[src/rtl/coco_ioctl_upload.sv]
// coco_ioctl_upload
// Answers HPS ioctl upload reads for one menu index by fetching bytes from a
// shared 8-bit memory port through a request/acknowledge arbiter. hps_io is
// stalled with ioctl_wait while a fetch is outstanding. Addresses at or above
// SIZE, and fetches that exceed TIMEOUT cycles, return 8'hFF.
module coco_ioctl_upload #(
    parameter logic [7:0] INDEX   = 8'd2,
    parameter int         ADDR_W  = 15,
    parameter int         SIZE    = 32768,
    parameter int         BASE    = 0,
    parameter int         TIMEOUT = 255
) (
    input  logic              clk_sys,
    input  logic              reset,
    input  logic              ioctl_upload,
    input  logic [7:0]        ioctl_index,
    input  logic              ioctl_rd,
    input  logic [24:0]       ioctl_addr,
    output logic [7:0]        ioctl_din,
    output logic              ioctl_wait,
    output logic [ADDR_W-1:0] mem_addr,
    output logic              mem_rd,
    input  logic              mem_ack,
    input  logic [7:0]        mem_data,
    output logic              busy,
    output logic              upload_done,
    output logic [24:0]       byte_count,
    output logic              timeout_err
);

    typedef enum logic [0:0] {
        ST_IDLE  = 1'b0,
        ST_FETCH = 1'b1
    } state_t;

    // One bit wider than ioctl_addr so SIZE up to 2^25 compares correctly.
    localparam logic [25:0]       SIZE_L   = 26'(SIZE);
    localparam logic [ADDR_W-1:0] BASE_L   = ADDR_W'(BASE);
    // Last counter value before the wait is given up.
    localparam logic [7:0]        TMO_LAST = 8'(TIMEOUT - 1);

    state_t              state_r, state_s;
    logic                active_s, active_r;
    logic                start_s, req_s, in_range_s;
    logic                wait_s;
    logic [7:0]          din_r, din_s;
    logic [ADDR_W-1:0]   mem_addr_r, mem_addr_s;
    logic                mem_rd_r, mem_rd_s;
    logic [7:0]          tcnt_r, tcnt_s;
    logic [24:0]         cnt_r, cnt_s, cnt_base_s;
    logic                err_r, err_s, err_base_s;
    logic                busy_r, done_r;

    assign active_s   = ioctl_upload & (ioctl_index == INDEX);
    assign start_s    = active_s & ~active_r;
    assign req_s      = ioctl_rd & active_s;
    assign in_range_s = ({1'b0, ioctl_addr} < SIZE_L);

    assign ioctl_din   = din_r;
    assign ioctl_wait  = wait_s;
    assign mem_addr    = mem_addr_r;
    assign mem_rd      = mem_rd_r;
    assign busy        = busy_r;
    assign upload_done = done_r;
    assign byte_count  = cnt_r;
    assign timeout_err = err_r;

    // Next-state and next-register values; the stall output is combinational
    // so hps_io sees it in the same cycle as its ioctl_rd strobe.
    always_comb begin
        state_s    = state_r;
        din_s      = din_r;
        mem_addr_s = mem_addr_r;
        mem_rd_s   = mem_rd_r;
        tcnt_s     = tcnt_r;
        wait_s     = 1'b0;
        cnt_base_s = start_s ? 25'd0 : cnt_r;
        err_base_s = start_s ? 1'b0 : err_r;
        cnt_s      = cnt_base_s;
        err_s      = err_base_s;
        case (state_r)
            ST_IDLE: begin
                if (req_s) begin
                    if (in_range_s) begin
                        wait_s     = 1'b1;
                        mem_addr_s = BASE_L + ioctl_addr[ADDR_W-1:0];
                        mem_rd_s   = 1'b1;
                        tcnt_s     = 8'd0;
                        state_s    = ST_FETCH;
                    end else begin
                        din_s = 8'hFF;
                        cnt_s = cnt_base_s + 25'd1;
                    end
                end else begin
                    wait_s = 1'b0;
                end
            end
            ST_FETCH: begin
                wait_s = 1'b1;
                if (!active_s) begin
                    // Session ended under us: drop the request, keep old data.
                    mem_rd_s = 1'b0;
                    state_s  = ST_IDLE;
                end else if (mem_ack) begin
                    din_s    = mem_data;
                    mem_rd_s = 1'b0;
                    cnt_s    = cnt_base_s + 25'd1;
                    state_s  = ST_IDLE;
                end else if (tcnt_r == TMO_LAST) begin
                    din_s    = 8'hFF;
                    err_s    = 1'b1;
                    mem_rd_s = 1'b0;
                    cnt_s    = cnt_base_s + 25'd1;
                    state_s  = ST_IDLE;
                end else begin
                    tcnt_s = tcnt_r + 8'd1;
                end
            end
            default: begin
                mem_rd_s = 1'b0;
                state_s  = ST_IDLE;
            end
        endcase
    end

    // State and output registers with synchronous reset.
    always_ff @(posedge clk_sys) begin
        if (reset) begin
            state_r    <= ST_IDLE;
            active_r   <= 1'b0;
            din_r      <= 8'hFF;
            mem_addr_r <= '0;
            mem_rd_r   <= 1'b0;
            tcnt_r     <= 8'd0;
            cnt_r      <= 25'd0;
            err_r      <= 1'b0;
            busy_r     <= 1'b0;
            done_r     <= 1'b0;
        end else begin
            state_r    <= state_s;
            active_r   <= active_s;
            din_r      <= din_s;
            mem_addr_r <= mem_addr_s;
            mem_rd_r   <= mem_rd_s;
            tcnt_r     <= tcnt_s;
            cnt_r      <= cnt_s;
            err_r      <= err_s;
            busy_r     <= (state_s == ST_FETCH);
            done_r     <= active_r & ~active_s;
        end
    end

endmodule

[config.mk]
export PLATFORM = sky130hd
export DESIGN_NAME = coco_ioctl_upload
export DESIGN_NICKNAME = d
export VERILOG_FILES = /design/src/rtl/coco_ioctl_upload.sv
export SDC_FILE = /design/constraint.sdc
export NUM_CORES = 1
export LEC_CHECK = 0
export CORE_MARGIN = 2
export CORE_UTILIZATION = 45
export DETAILED_ROUTE_END_ITERATION = 16
export PLACE_DENSITY = 0.78
export REMOVE_ABC_BUFFERS = 1
export SETUP_SLACK_MARGIN = 0.15
export SLEW_MARGIN = 20
export SYNTH_ARGS = -nofsm -noshare
export SYNTH_HDL_FRONTEND = slang
export SYNTH_SLANG_ARGS = --single-unit
[constraint.sdc]
create_clock -name clk_sys -period 7.9 [get_ports clk_sys]
set_input_delay 0.79 -clock clk_sys [delete_from_list [all_inputs] [get_ports clk_sys]]
set_output_delay 0.79 -clock clk_sys [all_outputs]
set_load 0.005 [all_outputs]
Word-level counts from Yosys, hierarchy flattened
Cells that the tools add are included.
- $add $sub $neg: 2
- multiply operators: 0
- divide/modulo/power cells: 0
- magnitude comparators: 1
- eq/ne operators: 10
- shifts and indexed selects: 0
- mux-type cells: 37
- bitwise gates (word level): 7
- reductions and logical operators: 4
- operator list (operator ; count):
    25-bit two-way mux ; 6
    8-bit two-way mux ; 10
    25-bit one-hot mux with 2 select lines ; 1
    8-bit one-hot mux with 2 select lines ; 2
    25-bit by 1-bit adder with 25-bit output (second input constant) ; 1
    25-bit by 16-bit < comparator with 1-bit output (second input constant) ; 1
    1-bit two-way mux ; 15
    2-bit inequality test (second input constant) ; 6
    8-bit by 1-bit adder with 8-bit output (second input constant) ; 1
    8-bit by 2-bit equality test with 1-bit output (second input constant) ; 1
    8-bit equality test (second input constant) ; 1
    1-bit one-hot mux with 2 select lines ; 3
    3-bit AND reduction ; 2
    5-bit AND reduction ; 1
    1-bit bitwise AND ; 4
    4-bit by 3-bit inequality test with 1-bit output (second input constant) ; 1
    4-bit AND reduction ; 1
    3-bit by 2-bit inequality test with 1-bit output (second input constant) ; 1
    1-bit NOT ; 3
- flip-flop bits (word level): 61
- bits in latches: 0
- bits in writable memories: 0
- bits in read-only memories: 0
- input port bits: 46
- output and inout port bits: 53
- logic and storage cells: 70
- memories kept: 0

Longest topological paths before layout
- depth after elaboration: 9
- mapped depth: 11
- mapped depth without buffers: 9

Worst setup path before layout
Ideal clock, no wire load.
- kind: input -> register
- start: input port ioctl_index[2]
- end: register cnt_r[22] (netlist: byte_count[22])
- arrival time: 3.145 ns
- required time: 7.762 ns
- slack: 4.617 ns
- stages on the path: 11
- cell sequence: or4_4 > or3_1 > clkbuf_1 > clkbuf_1 > and2_1 > ha_1 > and4_1 > and4_1 > nand4_1 > a2111o_1 > o211ai_1
- longest elaborated chain between the ends: 9
- elaborated cells between the ends (all ways): 12
- those cells by class: 1 x add/sub; 1 x eq/ne; 7 x mux; 3 x bitwise
- ends and longest elaborated chain (what ; line ; source):
    start: declaration ; 16 ; input logic [7:0] ioctl_index,
    8-bit by 2-bit equality test with 1-bit output * ; 54 ; assign active_s = ioctl_upload & (ioctl_index == INDEX);
    1-bit bitwise AND * ; 54 ;
    1-bit bitwise AND ; 55 ; assign start_s = active_s & ~active_r;
    25-bit two-way mux ; 77 ; cnt_base_s = start_s ? 25'd0 : cnt_r;
    25-bit by 1-bit adder with 25-bit output ; 92, 107, 113 ;
    25-bit two-way mux ; 109 ; end else if (tcnt_r == TMO_LAST) begin
    25-bit two-way mux ; 104 ; end else if (mem_ack) begin
    25-bit two-way mux ; 100 ; if (!active_s) begin
    25-bit one-hot mux with 2 select lines * ; 81 ; case (state_r)
    end signal: assignment ; 146 ; cnt_r <= cnt_s;
    end: declaration ; 50 ; logic [24:0] cnt_r, cnt_s, cnt_base_s;
Mark *: on every way between the ends. The rest lies on a longest branch, timed or not.
A chain may end at the register's enable or synchronous reset.

Final worst setup path
- start: input port ioctl_index[2]
- end: output port ioctl_wait
- longest elaborated chain between the ends: 5
- ends and longest elaborated chain (what ; line ; source):
    8-bit by 2-bit equality test with 1-bit output ; 54 ;
    1-bit bitwise AND ; 54 ;
    1-bit bitwise AND ; 56 ; assign req_s = ioctl_rd & active_s;
    1-bit two-way mux ; 83 ; if (req_s) begin
    1-bit one-hot mux with 2 select lines ; 81 ;
    end: declaration ; 20 ; output logic ioctl_wait,
No other way between the ends.

==> impl_metrics.py <==
metrics = {
    "sta": {
        "finClkSkew_ps": 7.27,
        "relSlewSlack_pct": 29.3,
        "final.setup.worst_slack_ps": 4180,
        "fmax_ghz": 0.269,
        "tns_ps": 0,
        "fin_crit_sh_pct": 47.0,
        "rsz0062_at_grt": "false",
        "layout_min_cycle_time_ps": 3720,
        "final-setup-viol-count": 0,
        "slew_viol_final": 0,
        "worst_slew_pin_slew_ps": 1050,
        "hold_violations": 0,
    },
    "final_layout": {
        "diodes": 0,
        "multi_input_area_mm2": 0.00170,
        "fin_nets": 517,
        "drive_gt1_share_pct": 5.92,
        "n_fill_cell": 536,
        "seqCellArea_mm2": 0.00122,
        "area_growth_pct": 40.5,
    },
    "floorplan": {
        "start_util_pct": 47.1,
        "die_h_um": 86.2,
        "num_io_pins": 99,
        "core-area_mm2": 0.00646,
        "die_area_mm2": 0.00743,
        "num_rows": 29,
        "die-width_um": 86.2,
    },
    "detailed_routing": {
        "drc_errors": 0,
        "wl_um": 8640,
        "wl_met2_um": 4070,
        "wl_met3_um": 704,
        "drtIter0Drc": 262,
        "first_pass_iters": 4,
        "vias": 3248,
        "ant_nets": 0,
        "highest_layer": "met4",
        "wl_met1_um": 3690,
        "wl_per_cell_um": 15.7,
        "routed_via_density": 5.91,
    },
    "power_and_ir_drop": {
        "ir_worst_vdd_mv": 0.121,
        "clkPwrFrac_pct": 46.7,
        "power_density_mw_per_mm2": 152,
        "switching_share_pct": 21.6,
        "power_switching_uw": 140,
        "leakagePower_nw": 1.36,
        "combPwrFrac_pct": 5.8,
        "p_int_uw": 507,
        "seqPwrFrac_pct": 47.5,
    },
    "cts": {
        "cts_buffers": 9,
        "ctsResizeCount": 0,
        "clockBufferDepth": 2,
        "cts_sinks": 61,
        "clk_latency_ps": 340,
        "path_clk_slew_ps": 70,
        "root_buffer": "clkbuf_8",
        "h-tree-depth": 3,
        "cts_hold_buf": 0,
        "cts_setup_buffers": 0,
        "cts_tree": "built",
    },
    "grt": {
        "grt_pass1_vias": 3117,
        "grt_antenna_before_repair": 0,
        "grt_util_all_layers_pct": 24.1,
        "grt.overflow.total": 0,
        "grt_max_degree": 36,
        "grt_first_pass_wirelength_um": 14500,
    },
    "logic_synthesis": {
        "synth_top_cell_area_share_pct": 40.2,
        "ys_types": 51,
        "yosys.area_share.simple_pct": 32.7,
        "ys_seq_elements": 61,
        "synth_area_leader_cell": "dfxtp_1",
        "syn_area_per_cell_um2": 8.13,
        "synth_top_family_by_area": "simple AND/OR/NAND/NOR gates",
        "netlist_instances": 374,
        "synthMuxAreaShare_pct": 0.659,
        "synth-edff-count": 0,
        "synthAdderAreaFrac_pct": 1.24,
        "synth.top_cells.by_area": "dfxtp_1 (40%), nand2_1 (6.5%), a21oi_1 (5.9%)",
        "async_flop_share_pct": 0,
        "yosysWarnings": 0,
        "syn_area_mm2": 0.00304,
        "yosys-top-cells-count": "dfxtp_1 (61), nand2_1 (53), a21oi_1 (36)",
        "ys.flop_type": "dfxtp_1",
        "synth-xor-area-share_pct": 0.288,
        "synth_most_common_cell": "dfxtp_1",
        "synth_compound_area_share_pct": 21.0,
        "seq_area_frac_synth_pct": 40.2,
    },
    "hold_path": {
        "hp-class": "register to register",
        "min_from": "mem_addr[3]$_SDFFE_PP0P_",
    },
    "place": {
        "place.gp.congestion": 0.827,
        "hpwlAfterDp_um": 6120,
        "port_buffers": 98,
        "place_ws_ps": 4040,
    },
    "worst_setup_path": {
        "endpoint_kind": "primary output",
        "worst-path-max-fanout": 10,
        "critPathLaunch": "ioctl_index[2]",
        "start_kind": "input pin",
        "required_ps": 7110,
        "worst_r2r_startpoint": "active_r$_SDFF_PP0_",
        "critPathKind": "input pin to primary output",
        "critPathArrivalTime_ps": 2930,
    },
    "status": {
        "status": "finished clean",
    },
    "job": {
        "maxCapViolations": 0,
    },
}
[kinds of logic (layout without fill, tap and decap cells)]
logic type / count (synthesis) / after routing
buf+inv: 28 / 127
compound gates: 100 / 100
simple gates: 179 / 179
flops: 61 / 61
fa+ha+maj: 3 / 3
xor+xnor: 1 / 1
mux: 2 / 2
[metrics by stage]
stage	utilization [%]	total power, mW	hold slack, ps	area, µm²	cells
after CTS	66.1	0.653	456	4270	550
after floorplan	-	0.323	442	2960	357
final	66.1	0.647	455	4270	550
after global routing	66.1	0.669	468	4270	550
after detailed placement	62.8	0.351	446	4050	534
after global placement	62.8	0.351	441	4050	534
[flip-flops by register name (all words and copies together), names as in the netlist]
| name | cells |
|---|---|
| active_r | 1 |
| busy | 1 |
| byte_count | 25 |
| ioctl_din | 8 |
| mem_addr | 15 |
| mem_rd | 1 |
| tcnt_r | 8 |
| timeout_err | 1 |
| upload_done | 1 |
[power by group through the flow]
| stage | Clock, mW | Combinational (mW) | Sequential, mW |
|---|---|---|---|
| after floorplan | 0 | 0.00826 | 0.314 |
| after global placement | 0 | 0.0365 | 0.314 |
| after detailed placement | 0 | 0.0370 | 0.314 |
| after CTS | 0.308 | 0.0371 | 0.307 |
| after global routing | 0.322 | 0.0400 | 0.307 |
| final | 0.302 | 0.0373 | 0.307 |
[per-layer routing]
layer	track usage (%)	vias up
li1	-	1595
met1	28.6	1520
met2	39.7	117
met3	8.57	16
met4	10.1	0
met5	0	-
[final timing paths]
check                              end  slack, ps  cells after the start
max                         ioctl_wait       4180                      6
min           mem_addr[3]$_SDFFE_PP0P_        450                      2
max reg2reg  byte_count[24]$_SDFF_PP0_       4910                      9
min reg2reg   mem_addr[3]$_SDFFE_PP0P_        450                      2
[cell type report]
cell class	count	share of cell area [%]
well taps	77	2.26
clock buffers	10	2.99
inverters	11	0.967
clock inverters	6	2.05
multi-input cells	285	39.8
flip-flops and latches	61	28.6
repair buffers	100	23.3
[layout by cell type (no fill, tap or decap), drive strengths merged, types with 8 or more instances in the layout]
cell,count
dfxtp,61
o21ai,21
clkbuf,10
or4,17
nor2,19
clkdlybuf4s50,98
inv,11
and3,9
nand3,15
o31ai,8
nand4,14
nor3,13
nand2,53
o211ai,10
or3,10
a21oi,36
[critical path, cell delays in order]
cell and delay [ps]:
clkdlybuf4s50_1 420, nor4_1 550, and3_1 450, nand3_1 130
nand2_1 80, clkdlybuf4s50_1 500
No activity file was read; power rests on OpenSTA's default activity.
